## src/rtl/islip_pkg.sv

```systemverilog
// Shared types and helpers for the p-iSLIP grant and accept arbiters.
package islip_pkg;

  typedef enum logic {
    IDLE = 1'b0,
    WAIT = 1'b1
  } arb_state_e;

  localparam int OH_MAX = 64;

  // Converts a one-hot vector to its index by OR-ing the positions of set bits.
  function automatic logic [31:0] onehot_to_idx(input logic [OH_MAX-1:0] oh);
    logic [31:0] idx;
    idx = 32'd0;
    for (int i = 0; i < OH_MAX; i++) begin
      idx = idx | (oh[i] ? 32'(i) : 32'd0);
    end
    return idx;
  endfunction

endpackage

```

## src/rtl/islip_grant_arbiter_if.sv

```systemverilog
// Request/grant bundle between one output port arbiter and the input side.
interface islip_grant_arbiter_if #(
  parameter int N = 25
) ();
  localparam int PW = $clog2(N);

  logic          en;
  logic [N-1:0]  in_request;
  logic          in_accept;
  logic          in_reject;
  logic [N-1:0]  out_grant;
  logic [PW-1:0] out_grant_idx;
  logic          out_valid;
  logic          out_timeout;
  logic [PW-1:0] out_pointer;

  modport master (
    output en, in_request, in_accept, in_reject,
    input  out_grant, out_grant_idx, out_valid, out_timeout, out_pointer
  );

  modport slave (
    input  en, in_request, in_accept, in_reject,
    output out_grant, out_grant_idx, out_valid, out_timeout, out_pointer
  );
endinterface

```

## src/rtl/simple_priority_encoder.sv

```systemverilog
// Isolates the lowest set bit of a request vector as a one-hot grant.
module simple_priority_encoder #(
  parameter int W = 4
) (
  input  logic [W-1:0] req_i,
  output logic [W-1:0] gnt_o,
  output logic         any_o
);

  // Two's-complement trick keeps only the least significant set bit.
  assign gnt_o = req_i & (~req_i + W'(1));
  assign any_o = |req_i;

endmodule

```

## src/rtl/islip_grant_arbiter.sv

```systemverilog
// Round-robin grant arbiter for one output port; the pointer moves only
// on accept so that iSLIP keeps its starvation freedom.
module islip_grant_arbiter
  import islip_pkg::*;
#(
  parameter int N       = 25,
  parameter int TIMEOUT = 8
) (
  input logic                 clk,
  input logic                 rst_n,
  islip_grant_arbiter_if.slave bus
);

  localparam int PW = $clog2(N);
  localparam int CW = $clog2(TIMEOUT + 1);

  arb_state_e    state_q, state_d;
  logic [PW-1:0] ptr_q, ptr_d;
  logic [PW-1:0] idx_q, idx_d;
  logic [N-1:0]  grant_q, grant_d;
  logic          valid_q, valid_d;
  logic          timeout_q, timeout_d;
  logic [CW-1:0] cnt_q, cnt_d;

  logic [N-1:0]  mask_s, masked_s, masked_gnt_s, raw_gnt_s, pick_s;
  logic          masked_any_s, raw_any_s;
  logic [PW-1:0] pick_idx_s;

  // Thermometer mask: requesters at or above the pointer get first chance.
  always_comb begin
    mask_s = {N{1'b0}};
    for (int i = 0; i < N; i++) begin
      mask_s[i] = (i >= int'(ptr_q));
    end
  end

  assign masked_s = bus.in_request & mask_s;

  simple_priority_encoder #(.W(N)) u_pe_masked (
    .req_i (masked_s),
    .gnt_o (masked_gnt_s),
    .any_o (masked_any_s)
  );

  simple_priority_encoder #(.W(N)) u_pe_raw (
    .req_i (bus.in_request),
    .gnt_o (raw_gnt_s),
    .any_o (raw_any_s)
  );

  assign pick_s     = masked_any_s ? masked_gnt_s : raw_gnt_s;
  assign pick_idx_s = PW'(onehot_to_idx(OH_MAX'(pick_s)));

  // Next-state and output logic; response beats timeout, accept beats reject.
  always_comb begin
    state_d   = state_q;
    ptr_d     = ptr_q;
    idx_d     = idx_q;
    grant_d   = grant_q;
    valid_d   = valid_q;
    timeout_d = 1'b0;
    cnt_d     = cnt_q;
    case (state_q)
      IDLE: begin
        if (bus.en && raw_any_s) begin
          grant_d = pick_s;
          idx_d   = pick_idx_s;
          valid_d = 1'b1;
          cnt_d   = {CW{1'b0}};
          state_d = WAIT;
        end else begin
          grant_d = {N{1'b0}};
          idx_d   = {PW{1'b0}};
          valid_d = 1'b0;
          cnt_d   = {CW{1'b0}};
        end
      end
      WAIT: begin
        if (bus.in_accept || bus.in_reject || (cnt_q == CW'(TIMEOUT - 1))) begin
          grant_d   = {N{1'b0}};
          idx_d     = {PW{1'b0}};
          valid_d   = 1'b0;
          cnt_d     = {CW{1'b0}};
          state_d   = IDLE;
          timeout_d = !bus.in_accept && !bus.in_reject;
          if (bus.in_accept) begin
            ptr_d = (idx_q == PW'(N - 1)) ? {PW{1'b0}} : idx_q + PW'(1);
          end else begin
            ptr_d = ptr_q;
          end
        end else begin
          cnt_d = cnt_q + CW'(1);
        end
      end
      default: begin
        grant_d = {N{1'b0}};
        idx_d   = {PW{1'b0}};
        valid_d = 1'b0;
        cnt_d   = {CW{1'b0}};
        state_d = IDLE;
      end
    endcase
  end

  // State, pointer, counter and registered outputs.
  always_ff @(posedge clk or negedge rst_n) begin
    if (!rst_n) begin
      state_q   <= IDLE;
      ptr_q     <= {PW{1'b0}};
      idx_q     <= {PW{1'b0}};
      grant_q   <= {N{1'b0}};
      valid_q   <= 1'b0;
      timeout_q <= 1'b0;
      cnt_q     <= {CW{1'b0}};
    end else begin
      state_q   <= state_d;
      ptr_q     <= ptr_d;
      idx_q     <= idx_d;
      grant_q   <= grant_d;
      valid_q   <= valid_d;
      timeout_q <= timeout_d;
      cnt_q     <= cnt_d;
    end
  end

  assign bus.out_grant     = grant_q;
  assign bus.out_grant_idx = idx_q;
  assign bus.out_valid     = valid_q;
  assign bus.out_timeout   = timeout_q;
  assign bus.out_pointer   = ptr_q;

endmodule

```

## src/flat_wrapper.sv

```systemverilog
// flat-port wrapper written by rule: the top's interface ports become plain ports
module islip_grant_arbiter_flat import islip_pkg::*;
#(
  parameter int N       = 25,
  parameter int TIMEOUT = 8
)
  (clk, rst_n, bus_en, bus_in_request, bus_in_accept, bus_in_reject, bus_out_grant, bus_out_grant_idx, bus_out_valid, bus_out_timeout, bus_out_pointer);
  islip_grant_arbiter_if #(.N(N)) bus_i ();
  input logic clk;
  input logic rst_n;
  input wire logic [$bits(bus_i.en)-1:0] bus_en;
  input wire logic [$bits(bus_i.in_request)-1:0] bus_in_request;
  input wire logic [$bits(bus_i.in_accept)-1:0] bus_in_accept;
  input wire logic [$bits(bus_i.in_reject)-1:0] bus_in_reject;
  output wire logic [$bits(bus_i.out_grant)-1:0] bus_out_grant;
  output wire logic [$bits(bus_i.out_grant_idx)-1:0] bus_out_grant_idx;
  output wire logic [$bits(bus_i.out_valid)-1:0] bus_out_valid;
  output wire logic [$bits(bus_i.out_timeout)-1:0] bus_out_timeout;
  output wire logic [$bits(bus_i.out_pointer)-1:0] bus_out_pointer;
  assign bus_i.en = bus_en;
  assign bus_i.in_request = bus_in_request;
  assign bus_i.in_accept = bus_in_accept;
  assign bus_i.in_reject = bus_in_reject;
  assign bus_out_grant = bus_i.out_grant;
  assign bus_out_grant_idx = bus_i.out_grant_idx;
  assign bus_out_valid = bus_i.out_valid;
  assign bus_out_timeout = bus_i.out_timeout;
  assign bus_out_pointer = bus_i.out_pointer;
  islip_grant_arbiter #(.N(N), .TIMEOUT(TIMEOUT)) u_core (.clk(clk), .rst_n(rst_n), .bus(bus_i));
endmodule
```

## config.mk

```make
export PLATFORM = sky130hd
export DESIGN_NAME = islip_grant_arbiter_flat
export DESIGN_NICKNAME = d
export VERILOG_FILES = /design/src/rtl/islip_pkg.sv /design/src/rtl/islip_grant_arbiter_if.sv /design/src/rtl/simple_priority_encoder.sv /design/src/rtl/islip_grant_arbiter.sv /design/src/flat_wrapper.sv
export SDC_FILE = /design/constraint.sdc
export NUM_CORES = 1
export LEC_CHECK = 0
export ABC_AREA = 1
export BUFFER_PORTS_ARGS = -buffer_cell sky130_fd_sc_hd__buf_4
export CORE_ASPECT_RATIO = 0.75
export CORE_MARGIN = 3
export CORE_UTILIZATION = 26
export CTS_CLUSTER_DIAMETER = 80
export CTS_CLUSTER_SIZE = 40
export DETAILED_ROUTE_END_ITERATION = 10
export GPL_TIMING_DRIVEN = 0
export PLACE_DENSITY = 0.51
export SYNTH_ARGS = -nofsm -noshare
export SYNTH_HDL_FRONTEND = slang
export SYNTH_SLANG_ARGS = --single-unit
```

## constraint.sdc

```tcl
create_clock -name clk -period 3.5 [get_ports clk]
set_input_delay 0.175 -clock clk [delete_from_list [all_inputs] [get_ports clk]]
set_output_delay 0.175 -clock clk [all_outputs]
set_load 0.02 [all_outputs]
```

==> results.yml <==
cts:
  ctsHoldBuffers: 1
  clock_path_buffers: 2
  clock-sinks: 42
  cts_tree: "built"
  cts_buffers: 5
  cts_max_level: 2
  clk-insertion-delay-late_ps: 290
  cts_setup_buffers: 0
  cts-root-buf: "clkbuf_16"
  path_clk_slew_ps: 60
  ctsResizeCount: 0
synth:
  seq_area_frac_synth_pct: 32.5
  yosys.area.top_type: "dfrtp_1"
  synth_area_leaders: "dfrtp_1, nand2_1, nor2_1"
  synth_fa_ha_area_share_pct: 1.16
  synthMuxAreaShare_pct: 0
  synth_nets: 567
  syn_area_um2: 3230
  yosys.area_share.xor_xnor_pct: 1.08
  ys_types: 35
  yosys.area_share.simple_pct: 45.6
  synth_top_family_by_area: "simple AND/OR/NAND/NOR gates"
  ys_seq_elements: 42
  yosysTopAreaCellShare_pct: 32.5
  postSynthAreaPerCell_um2: 6.06
  synth_warnings: 0
  synthCells: 534
  synth_compound_area_share_pct: 9.09
critical_path:
  cp_slowest_cell: "dfrtp_1"
  crit_family: "simple AND/OR/NAND/NOR gates"
  path_cells: "clkbuf_2 -> o21ai_0 -> nand3_1 -> nand2_1 -> nor2_2 -> nand3_1 -> nor2_4 -> nand2_1 -> nand2_1 -> nand2_1 -> nand2_1 -> nor2_1 -> nand3_1 -> nand2_1 -> nand2_1"
  timing.critical_path.arrival_ps: 2950
  crit_top_cell: "nand2_1"
  crit_buf_inv: 1
  max_stage_delay_ps: 390
  cp_max_fo: 8
  end_kind: "flop"
  critPathRequiredTime_ps: 3680
  start_kind: "flop"
  path_class: "flop to flop"
power_and_ir_drop:
  pwr-share-comb_pct: 31.1
  p_per_area_nw_per_um2: 371
  clockPowerShare_pct: 32.0
  finalPower_uw: 1520
  p_sw_uw: 558
  internal_power_uw: 961
  peakVddDrop_mv: 0.268
  switching_share_pct: 36.7
  static-leakage-power_uw: 0.00218
  seqPwrFrac_pct: 36.9
floorplan:
  die_h_um: 103
  start_util_pct: 27.3
  pin_count: 67
  design.core.area_um2: 11900
  dieWidth_um: 135
  die-area_um2: 13800
  rows: 34
routing:
  route.detailed.drc: 0
  met2WireLength_mm: 4.50
  wl_met3_mm: 1.02
  firstDrtPassIters: 5
  vias_per_cell: 4.71
  drtIter0Drc: 315
  wl_met1_mm: 5.93
  dr_total_vias: 3628
  top_layer_used: "met4"
  routedWlPerCell_um: 15.1
  routed_wl_mm: 11.6
  drtAntennaViolNets: 0
timing:
  hold_viol: 0
  tightest_slew_ps: 551
  min_period_ps: 2780
  clock_skew_ps: 3.71
  rsz0062_at_grt: "no"
  finalSetupTns_ps: 0
  setup_viol: 0
  relSlewSlack_pct: 63.3
  final_max_slew_viol_count: 0
  fin_crit_sh_pct: 79.3
  fmax_mhz: 360
final_layout:
  fillers: 1318
  drive_above_1_share_pct: 16.1
  diodes: 0
  fin_nets: 641
  syn_to_final_growth_pct: 26.6
  fin_util_pct: 34.5
run_status:
  status: "completed"
place:
  io_buffers: 66
  dp_hpwl_mm: 9.57
  routabilityCongestion: 0.941
global_routing:
  grt_pass1_vias: 3412
  grt_pass1_wl_mm: 18.1
  antenna_found_initial: 0
  grt_max_degree: 43
  overflow: 0
  track_usage_pct: 16.8
run:
  drv_cap: 0
worst_hold_path:
  hold_class: "input port to flop"
==> power groups by stage <==
| stage | Combinational (uW) | Clock, uW | Sequential [uW] |
|---|---|---|---|
| final | 472 | 486 | 560 |
| after global routing | 536 | 509 | 563 |
| after CTS | 472 | 496 | 558 |
| after detailed placement | 468 | 0 | 567 |
| after global placement | 466 | 0 | 567 |
| after floorplan | 258 | 0 | 593 |
==> worst paths after layout <==
check / startpoint / end / slack [ps] / cells past startpoint
max: u_core.bus.out_pointer[1]$_DFFE_PN0P_ / u_core.bus.out_grant_idx[4]$_DFFE_PN0P_ / 720 / 15
min: bus_in_reject / u_core.cnt_q[2]$_DFF_PN0_ / 170 / 4
max reg2reg: u_core.bus.out_pointer[1]$_DFFE_PN0P_ / u_core.bus.out_grant_idx[4]$_DFFE_PN0P_ / 720 / 15
min reg2reg: u_core.cnt_q[0]$_DFF_PN0_ / u_core.cnt_q[0]$_DFF_PN0_ / 470 / 1
max in group asynchronous: rst_n / u_core.bus.out_pointer[3]$_DFFE_PN0P_ / 2690 / 2
min in group asynchronous: rst_n / u_core.bus.out_grant[16]$_DFFE_PN0P_ / 420 / 2
==> tightest hold or removal path: cells and delay by family <==
kind                   cells  cell delay, ps
buffers and inverters      2             150
AND/OR/NAND/NOR            2             100
==> synth_stat cells <==
master,count
dfrtp_1,42
xnor2_1,3
nand4_1,8
nor3b_1,1
and2_1,1
nand3b_1,1
nor2_2,4
o211ai_2,1
clkbuf_2,1
o211ai_1,1
o21ai_2,1
xor2_1,1
and3_1,1
inv_1,66
nor2_1,87
a21oi_1,7
inv_2,8
o21ai_0,26
a32o_1,1
nand3_1,61
a22oi_1,2
buf_4,4
or2_2,1
ha_1,3
nand2_2,1
clkbuf_1,6
o22ai_1,4
a22o_1,4
nor3_1,8
nor4_1,6
nor2_4,2
nand2_1,166
o21ai_1,3
or2_0,1
buf_2,1
==> metrics by stage <==
stage | instance area, um2 | cells | hold slack (ps) | setup WS, ps
CTS | 4090 | 771 | 170 | 865
detailed placement | 3930 | 762 | 199 | 893
global placement | 3930 | 762 | 195 | 874
global route | 4090 | 771 | 197 | 551
floorplan | 3230 | 534 | -121 | 1350
finish | 4090 | 771 | 173 | 725
==> final cells by class <==
cell class,count,area [um2],share of cell area (%)
Multi-Input combinational cell,406,1840,45.0
Sequential cell,42,1050,25.7
Timing Repair Buffer,67,505,12.3
Inverter,74,278,6.78
Tap cell,162,203,4.95
Clock buffer,6,139,3.39
Buffer,12,62.6,1.53
Clock inverter,2,12.5,0.306
==> kinds of logic (layout without fill, tap and decap cells) <==
group	after synthesis	in the layout
simple gates	349	349
buf+inv	86	161
compound gates	50	50
flops	42	42
xor+xnor	4	4
fa+ha+maj	3	3
==> flip-flops by register name, summed over array words and instances (netlist names) <==
| signal | count |
|---|---|
| u_core.cnt_q | 4 |
| u_core.bus.out_pointer | 5 |
| u_core.state_q | 1 |
| u_core.bus.out_grant_idx | 5 |
| u_core.bus.out_valid | 1 |
| u_core.bus.out_grant | 25 |
| u_core.bus.out_timeout | 1 |
==> placed cells by master, fill, tap and decap left out, drive strengths merged, types with 2 or more instances in the layout <==
cell type / netlist / layout
nor4: 6 / 6
nand2: 167 / 167
buf: 5 / 71
or2: 2 / 2
nor2: 93 / 93
xnor2: 3 / 3
a22o: 4 / 4
o21ai: 30 / 30
a21oi: 7 / 7
dfrtp: 42 / 42
nand4: 8 / 8
clkbuf: 7 / 13
nand3: 61 / 61
inv: 74 / 74
a22oi: 2 / 2
ha: 3 / 3
o22ai: 4 / 4
o211ai: 2 / 2
nor3: 8 / 8
==> routing by layer <==
layer | vias up | track usage, %
li1 | 1844 | -
met1 | 1653 | 25.4
met2 | 119 | 23.5
met3 | 12 | 4.73
met4 | 0 | 4.23
met5 | - | 0
Note: power is estimated with default switching activity, not from simulation.
